## config.mk

```make
export PLATFORM = sky130hd
export DESIGN_NAME = pixel_stream_proc
export DESIGN_NICKNAME = d
export VERILOG_FILES = /design/src/rtl/pixel_stream_proc.sv
export SDC_FILE = /design/constraint.sdc
export NUM_CORES = 1
export LEC_CHECK = 0
export ABC_AREA = 1
export CORE_UTILIZATION = 57
export CTS_CLUSTER_DIAMETER = 150
export CTS_CLUSTER_SIZE = 8
export DETAILED_ROUTE_END_ITERATION = 8
export GPL_TIMING_DRIVEN = 0
export PLACE_DENSITY = 0.8
export SETUP_SLACK_MARGIN = 0.15
export SLEW_MARGIN = 30
export SYNTH_ARGS = -nofsm -noshare
export SYNTH_HDL_FRONTEND = slang
export SYNTH_SLANG_ARGS = --single-unit
```

## constraint.sdc

```tcl
create_clock -name clk -period 4.44 [get_ports clk]
set_input_delay 0.888 -clock clk [delete_from_list [all_inputs] [get_ports clk]]
set_output_delay 0.888 -clock clk [all_outputs]
set_load 0.01 [all_outputs]
```

## src/rtl/pixel_stream_proc.sv

```systemverilog
// Two-stage valid/ready pixel-point processor: brighten, darken, binarise, invert, clamp or pass.
// Optional per-frame output statistics are built when the STATS_EN macro is defined.
module pixel_stream_proc #(
  parameter int DATA_W       = 8,
  parameter int FRAME_PIXELS = 98304,
  localparam int CNT_W       = $clog2(FRAME_PIXELS)
) (
  input  logic              clk,
  input  logic              rst_n,
  input  logic [2:0]        cfg_select,
  input  logic [DATA_W-1:0] cfg_value,
  input  logic [DATA_W-1:0] cfg_threshold,
  input  logic              s_valid,
  output logic              s_ready,
  input  logic [DATA_W-1:0] s_data,
  output logic              m_valid,
  input  logic              m_ready,
  output logic [DATA_W-1:0] m_data,
  output logic              m_last,
  output logic              frame_done,
  output logic              busy
`ifdef STATS_EN
  ,
  output logic [DATA_W-1:0] stat_min,
  output logic [DATA_W-1:0] stat_max,
  output logic [CNT_W:0]    stat_clip
`endif
);

  localparam logic [DATA_W-1:0] MAX = '1;

  // Result is {clip, pixel}.
  function automatic logic [DATA_W:0] point_op(input logic [2:0] mode,
                                               input logic [DATA_W-1:0] pix,
                                               input logic [DATA_W-1:0] val,
                                               input logic [DATA_W-1:0] thr);
    logic [DATA_W:0]   sum;
    logic [DATA_W-1:0] hi_cut;
    logic              hi_clip;
    sum     = {1'b0, pix} + {1'b0, val};
    hi_clip = pix > thr;
    hi_cut  = hi_clip ? thr : pix;
    case (mode)
      3'd0: point_op = sum[DATA_W] ? {1'b1, MAX} : {1'b0, sum[DATA_W-1:0]};
      3'd1: point_op = (pix < val) ? {1'b1, {DATA_W{1'b0}}} : {1'b0, pix - val};
      3'd2: point_op = {1'b0, (pix >= thr) ? MAX : {DATA_W{1'b0}}};
      3'd3: point_op = {1'b0, MAX - pix};
      // upper bound applied first so the lower bound has the final say
      3'd5: point_op = (hi_cut < val) ? {1'b1, val} : {hi_clip, hi_cut};
      default: point_op = {1'b0, pix};
    endcase
  endfunction

  logic [CNT_W-1:0]  in_cnt;
  logic [2:0]        mode_sh;
  logic [DATA_W-1:0] val_sh, thr_sh;
  logic [2:0]        mode_eff;
  logic [DATA_W-1:0] val_eff, thr_eff;
  logic [DATA_W:0]   op_res;
  logic              advance, accept, at_first, at_last;
  logic              vld_p1, last_p1;
  logic [DATA_W-1:0] data_p1;

  assign advance  = !m_valid || m_ready;
  assign s_ready  = rst_n && advance;
  assign accept   = s_valid && s_ready;
  assign at_first = in_cnt == '0;
  assign at_last  = in_cnt == CNT_W'(FRAME_PIXELS - 1);
  assign busy     = !at_first || vld_p1 || m_valid;

  always_comb begin
    mode_eff = mode_sh;
    val_eff  = val_sh;
    thr_eff  = thr_sh;
    if (at_first) begin
      mode_eff = cfg_select;
      val_eff  = cfg_value;
      thr_eff  = cfg_threshold;
    end
  end

  assign op_res = point_op(mode_eff, s_data, val_eff, thr_eff);

  always_ff @(posedge clk or negedge rst_n) begin
    if (!rst_n) begin
      in_cnt     <= '0;
      vld_p1     <= 1'b0;
      last_p1    <= 1'b0;
      m_valid    <= 1'b0;
      m_last     <= 1'b0;
      m_data     <= '0;
      frame_done <= 1'b0;
    end else begin
      if (accept) in_cnt <= at_last ? '0 : in_cnt + CNT_W'(1);
      if (advance) begin
        vld_p1  <= accept;
        last_p1 <= accept && at_last;
        m_valid <= vld_p1;
        m_last  <= last_p1;
        m_data  <= data_p1;
      end
      frame_done <= m_valid && m_ready && m_last;
    end
  end

  // Stage S1: shadow config capture and operation result.
  always_ff @(posedge clk) begin
    if (accept && at_first) begin
      mode_sh <= cfg_select;
      val_sh  <= cfg_value;
      thr_sh  <= cfg_threshold;
    end
    if (advance) data_p1 <= op_res[DATA_W-1:0];
  end

`ifdef STATS_EN
  logic              clip_p1, clip_p2, xfer;
  logic [DATA_W-1:0] acc_min, acc_max, nxt_min, nxt_max;
  logic [CNT_W:0]    acc_clip, nxt_clip;

  // Stage S2: clip flag travels with the output pixel.
  always_ff @(posedge clk) begin
    if (advance) begin
      clip_p1 <= op_res[DATA_W];
      clip_p2 <= clip_p1;
    end
  end

  assign xfer = m_valid && m_ready;

  always_comb begin
    nxt_min  = (m_data < acc_min) ? m_data : acc_min;
    nxt_max  = (m_data > acc_max) ? m_data : acc_max;
    nxt_clip = acc_clip + (CNT_W + 1)'(clip_p2);
  end

  always_ff @(posedge clk or negedge rst_n) begin
    if (!rst_n) begin
      acc_min   <= MAX;
      acc_max   <= '0;
      acc_clip  <= '0;
      stat_min  <= MAX;
      stat_max  <= '0;
      stat_clip <= '0;
    end else if (xfer) begin
      if (m_last) begin
        stat_min  <= nxt_min;
        stat_max  <= nxt_max;
        stat_clip <= nxt_clip;
        acc_min   <= MAX;
        acc_max   <= '0;
        acc_clip  <= '0;
      end else begin
        acc_min  <= nxt_min;
        acc_max  <= nxt_max;
        acc_clip <= nxt_clip;
      end
    end
  end
`else
  logic unused_clip;
  assign unused_clip = op_res[DATA_W];
`endif

endmodule

```

==> results.py, run 1 <==
metrics = {
    "pwr": {
        "finalPower_w": 0.00146,
        "ir_drop_uv": 152,
        "total_leakage_power_nw": 2.39,
        "power-per-cell-area_nw_per_um2": 283,
    },
    "yosys": {
        "yosysMostFrequentCell": "nand2_1",
        "synth_seq_area_share": 0.387,
        "synth_area_leader_cell": "edfxtp_1",
        "async_flop_share": 0.526,
        "postSynthCellCount": 505,
        "yosysWarnings": 0,
        "synth-edff-count": 27,
        "synthTopCellsByArea": "edfxtp_1 (20%), dfrtp_1 (19%), ha_1 (10%), nand2_1 (10%), inv_1 (5.7%)",
        "ys_top_cells_by_count": "nand2_1 (107), inv_1 (61), nor2_1 (56), a21oi_1 (37), ha_1 (33)",
        "syn_area_sq_um": 4030,
        "synth_seq_cells": 57,
        "avgSynthCellArea_sq_um": 7.99,
        "synth_nets": 571,
        "ys_types": 44,
        "ys.flop_type": "dfrtp_1",
        "synth_top_area_share": 0.201,
    },
    "global_routing": {
        "grt_usage": 0.284,
        "grt.overflow.total": 0,
        "antenna_found_initial": 0,
        "grt_pass1_vias": 3563,
        "grt_start_max_net_pins": 32,
        "grt_pass1_wl_um": 16300,
    },
    "worst_setup_path": {
        "r2r_end": "data_p1[4]",
        "end_kind": "register",
        "rr_worst_depth": 28,
        "crit_fanout": 10,
        "cp.required_ns": 4.52,
        "crit_type": "register to register",
        "cpPeakStageDelay_ns": 0.39,
        "r2r_start": "in_cnt[0]",
        "cp-start-kind": "register",
        "crit_slowest_cell": "dfrtp_1",
        "crit_top_cell": "nand2_1",
        "crit_arrival_ns": 4.34,
        "rrSetupSlack_ns": 0.18,
    },
    "routing": {
        "viasPerCell": 5.60,
        "postRouteAntennaNets": 0,
        "dr.pass1.iters": 6,
        "wl_per_cell_um": 15.3,
        "drc_errors": 0,
        "drt_iter0_drc": 223,
        "via_count": 3801,
        "routed_wl_um": 10400,
    },
    "sta": {
        "whs_ns": 0.448,
        "tightest_slew_ns": 0.730,
        "slew_viol_final": 0,
        "worst_slack_ns": 0.181,
        "finalCritPeriodShare": 0.959,
        "fin_crit_ns": 4.26,
        "hold_violations": 0,
        "fin_skew_ns": 0.0155,
        "slew_headroom": 0.514,
        "max_freq_mhz": 235,
        "setup_viol": 0,
    },
    "cts": {
        "cts_buffer_depth": 2,
        "clkLatencyLatePin_ns": 0.34,
        "htreeDepth": 3,
        "tritoncts": "built",
        "root_buffer": "clkbuf_8",
        "cts_hold_buf": 0,
        "clock-sinks": 57,
        "clk_pin_slew_ns": 0.07,
        "cts_buffers": 9,
    },
    "cells_and_area": {
        "area_growth_pct": 27.7,
        "antenna_cells": 0,
        "drive_above_1_share": 0.168,
        "finalNetCount": 644,
        "fin_area_sq_um": 5150,
        "final_util": 0.754,
    },
    "placed_design": {
        "dp_hpwl_um": 7140,
        "portBuffers": 43,
        "dpl-instance-area_sq_um": 4590,
        "place_ws_ns": -0.496,
        "gp_congestion": 0.911,
    },
    "flow_run": {
        "maxCapViolCount": 0,
    },
    "status": {
        "status": "complete, no violations",
    },
    "floorplan": {
        "fp.dieH_um": 86.1,
        "die_w_um": 86.1,
        "initial_core_util": 0.590,
        "coreArea_sq_um": 6830,
        "io_pins": 44,
        "dieArea_sq_um": 7420,
        "num_rows": 30,
    },
    "hold_path": {
        "hold_class": "register to register",
        "hold_end": "m_data[5]",
        "min_delay_path_depth": 2,
        "min_from": "data_p1[5]",
    },
}
layout by cell type, fill, tap and decap left out, types with 4 or more instances in the layout:
cell / synthesis / layout
a21oi_2: 0 / 7
o21ai_0: 21 / 14
clkbuf_1: 5 / 5
buf_6: 1 / 4
o21ai_1: 4 / 7
a21oi_1: 37 / 30
inv_2: 5 / 7
clkdlybuf4s50_1: 0 / 42
inv_1: 61 / 59
o21ai_2: 1 / 5
nor2_2: 8 / 11
buf_4: 2 / 16
o221ai_1: 4 / 4
nand2_1: 107 / 104
xor2_1: 12 / 12
dfrtp_1: 30 / 30
ha_4: 0 / 4
ha_1: 33 / 28
edfxtp_1: 27 / 27
clkbuf_8: 0 / 11
nand2_4: 3 / 4
nor2_1: 56 / 51
nor3_1: 8 / 8
nand2_2: 4 / 6
nand4_1: 7 / 7
nand3_1: 31 / 30
cell type report:
type                       count  area (sq um)
inverter                      66           248
buffer                         8          71.3
tap                           96           120
sequential                    57          1560
clock buffer                  13           180
clock inverter                 3          42.5
fill                         513          1680
timing repair buffer          62           579
multi-input combinational    374          2350
worst max-delay path, delay by kind of cell, from the launching register on:
kind,cells,cell delay [ns]
AO/OA/AOI/OAI,3,0.47
AND/OR/NAND/NOR,13,1.30
multiplexers,1,0.21
buffers and inverters,8,0.91
flip-flops,1,0.39
adder cells (fa/ha/maj),3,0.71
registers in the layout, indices dropped and copies added (netlist names):
name and flops:
m_last 1, vld_p1 1, frame_done 1, val_sh 8, data_p1 8, last_p1 1, m_valid 1, in_cnt 17
m_data 8, thr_sh 8, mode_sh 3
cell families after synthesis:
| family | Yosys count | share of synthesized area |
|---|---|---|
| simple gates | 237 | 0.265 |
| compound gates | 81 | 0.116 |
| buf+inv | 74 | 0.0726 |
| flops | 57 | 0.387 |
| fa+ha+maj | 35 | 0.112 |
| xor+xnor | 15 | 0.0326 |
| mux | 6 | 0.0149 |
metrics by stage:
stage | cells | TNS (ns)
after floorplan | 505 | 0
after global placement | 644 | -6.93
after detailed placement | 645 | -3.34
after CTS | 669 | 0
after global routing | 679 | -0.0292
final | 679 | 0
how the worst max path moves through the flow:
stage / end / cells past startpoint / start / slack, ns
6_report: data_p1[4] / 28 / in_cnt[0] / 0.18
5_1_grt: data_p1[4] / 28 / in_cnt[0] / -0.03
4_1_cts: data_p1[3] / 27 / in_cnt[1] / 0.19
3_5_place_dp: data_p1[5] / 27 / in_cnt[0] / -0.50
3_3_place_gp: val_sh[3] / 5 / rst_n / -0.28
2_1_floorplan: data_p1[1] / 26 / in_cnt[0] / 0.45
routing by layer:
layer / share of wire / GRT usage / vias to the layer above
met1: 0.42 / 0.343 / 1768
met2: 0.50 / 0.494 / 159
met5: 0 / 0 / -
li1: - / - / 1839
met3: 0.057 / 0.0433 / 35
met4: 0.028 / 0.138 / 0
power breakdown:
group | total [W] | switching [W] | internal, W
clock | 0.000551 | 0.000226 | 0.000325
sequential | 0.000621 | 0.0000293 | 0.000592
combinational | 0.000285 | 0.000151 | 0.000134
repair_timing:
item | 4_1_cts | 5_1_grt
endpoints found under the setup margin | 8 | 8
buffers inserted | 8 | 10
gates resized for setup | 18 | 34
gates cloned | 0 | 0
pin swaps | 6 | 10
No activity file was read; power rests on OpenSTA's default activity.
==> run 2, diff against run 1 <==
Settings changed: ABC_CLOCK_PERIOD_IN_PS from default to 4440, GPL_TIMING_DRIVEN 0 to default.
==> run 2 against run 1 <==
- sequential power is essentially flat
- total power is 2.0% lower
- highest routed layer unchanged
- largest cell class unchanged
- sequential share of layout area is 1.3 points higher
==> results.py, run 2 (synthesized netlist as in run 1, its figures left out) <==
metrics = {
    "cts": {
        "clock-sinks": 57,
        "cts_buffer_depth": 2,
        "cts_buffers": 9,
        "cts_hold_buf": 0,
        "clkLatencyLatePin_ns": 0.34,
        "root_buffer": "clkbuf_8",
        "clk_pin_slew_ns": 0.07,
        "htreeDepth": 3,
        "tritoncts": "built",
    },
    "cells_and_area": {
        "drive_above_1_share": 0.111,
        "finalNetCount": 637,
        "final_util": 0.723,
        "fin_cells": 672,
        "final_common_cell": "nand2_1",
        "top_register": "in_cnt",
        "most-common-layout-cells": "nand2_1 (107), inv_1 (61), nor2_1 (56), clkdlybuf4s50_1 (43), a21oi_1 (37)",
        "antenna_cells": 0,
        "area_growth_pct": 22.4,
        "fin_area_sq_um": 4940,
        "largest_register_ffs": 17,
    },
    "pwr": {
        "p_comb_frac": 0.176,
        "switching_share": 0.270,
        "power-per-cell-area_nw_per_um2": 289,
        "p_sw_w": 0.000386,
        "ir_drop_uv": 236,
        "pwr-share-seq": 0.437,
        "intPower_w": 0.00104,
        "total_leakage_power_nw": 2.37,
        "pwr-share-clk": 0.387,
    },
    "sta": {
        "max_freq_mhz": 242,
        "whs_ns": 0.450,
        "tightest_slew_ns": 0.854,
        "fin_crit_ns": 4.13,
        "rsz0062_at_grt": "no",
        "fin_skew_ns": 0.00772,
        "slew_headroom": 0.428,
        "finalCritPeriodShare": 0.930,
        "tns_ns": 0,
        "hold_violations": 0,
        "slew_viol_final": 0,
        "setup_viol": 0,
    },
    "worst_setup_path": {
        "end_kind": "register",
        "rrSetupSlack_ns": 0.31,
        "crit_slowest_cell": "dfrtp_1",
        "cp-start-kind": "register",
        "cp.required_ns": 4.60,
        "crit_arrival_ns": 4.29,
        "rr_worst_depth": 30,
        "r2r_start": "in_cnt[0]",
        "r2r_end": "data_p1[6]",
        "cpPeakStageDelay_ns": 0.39,
        "crit_type": "register to register",
        "crit_fanout": 15,
        "crit_top_cell": "nand2_1",
    },
    "global_routing": {
        "grt_pass1_wl_um": 16600,
        "grt_pass1_vias": 3648,
        "grt.overflow.total": 0,
        "grt_usage": 0.288,
        "grt_start_max_net_pins": 31,
        "antenna_found_initial": 0,
    },
    "hold_path": {
        "hold_class": "register to register",
        "min_from": "data_p1[2]",
        "hold_end": "m_data[2]",
        "min_delay_path_depth": 2,
    },
    "routing": {
        "wl_per_cell_um": 15.0,
        "postRouteAntennaNets": 0,
        "drc_errors": 0,
        "routed_wl_um": 10100,
        "viasPerCell": 5.61,
        "dr.pass1.iters": 5,
        "drt_iter0_drc": 264,
        "via_count": 3768,
    },
    "floorplan": {
        "io_pins": 44,
        "fp.dieH_um": 86.1,
        "num_rows": 30,
        "coreArea_sq_um": 6830,
        "initial_core_util": 0.590,
        "die_w_um": 86.1,
        "dieArea_sq_um": 7420,
    },
    "placed_design": {
        "gp_congestion": 0.969,
        "place_inst": 651,
        "dp_hpwl_um": 7620,
        "portBuffers": 43,
        "dpl-instance-area_sq_um": 4650,
    },
    "status": {
        "status": "complete, no violations",
    },
    "flow_run": {
        "maxCapViolCount": 0,
    },
}
-- run 2: power groups by stage --
stage	logic [W]	clock network [W]	registers, W
after floorplan	0.000135	0	0.000632
after global placement	0.000238	0	0.000631
after detailed placement	0.000246	0	0.000634
after CTS	0.000248	0.000555	0.000624
after global routing	0.000282	0.000582	0.000630
final	0.000251	0.000552	0.000624
-- run 2: layer usage --
metal / global-route usage / routed length, um
met1: 0.355 / 4260
met2: 0.500 / 4870
met3: 0.0539 / 652
met4: 0.112 / 325
met5: 0 / 0
-- run 2: what timing repair did --
item,in CTS,in global routing
setup endpoints to repair,0,8
setup buffers,0,4
resized for setup,0,7
-- run 2: worst max path at each step --
stage / from / endpoint / slack (ns) / depth (start not counted)
2_1_floorplan: in_cnt[0] / data_p1[1] / 0.45 / 26
3_3_place_gp: cfg_threshold[7] / data_p1[7] / 0.38 / 20
3_5_place_dp: cfg_threshold[7] / data_p1[7] / 0.28 / 20
4_1_cts: in_cnt[0] / data_p1[7] / 0.23 / 29
5_1_grt: in_cnt[0] / data_p1[6] / 0.05 / 30
6_report: in_cnt[0] / data_p1[6] / 0.31 / 30
-- run 2: worst max-delay path: cells and delay by family, from the launching register on --
family                     cells  cell delay, ns
DFF                            1            0.39
AOI/OAI and AO/OA              3            0.58
adders and majority gates      3            0.67
and+or+nand+nor               18            1.64
buffers and inverters          6            0.70
-- run 2: layout make-up --
cell class	instances	area, sq um
multi-input combinational	375	2190
fill	565	1900
sequential	57	1560
timing repair buffer	62	573
inverter	66	248
clock buffer	15	230
tap	96	120
clock inverter	1	8.76
-- run 2: stage by stage --
step	total power, W	setup slack [ns]
2_1_floorplan	0.000768	0.448
3_3_place_gp	0.000870	0.380
3_5_place_dp	0.000880	0.285
4_1_cts	0.00143	0.226
5_1_grt	0.00149	0.0528
6_report	0.00143	0.309
==> run 3, diff against run 2 <==
Settings changed: TNS_END_PERCENT from default to 10.
==> results of run 3 <==
Same layout as run 2: the final DEF is identical, and so are final timing and power.
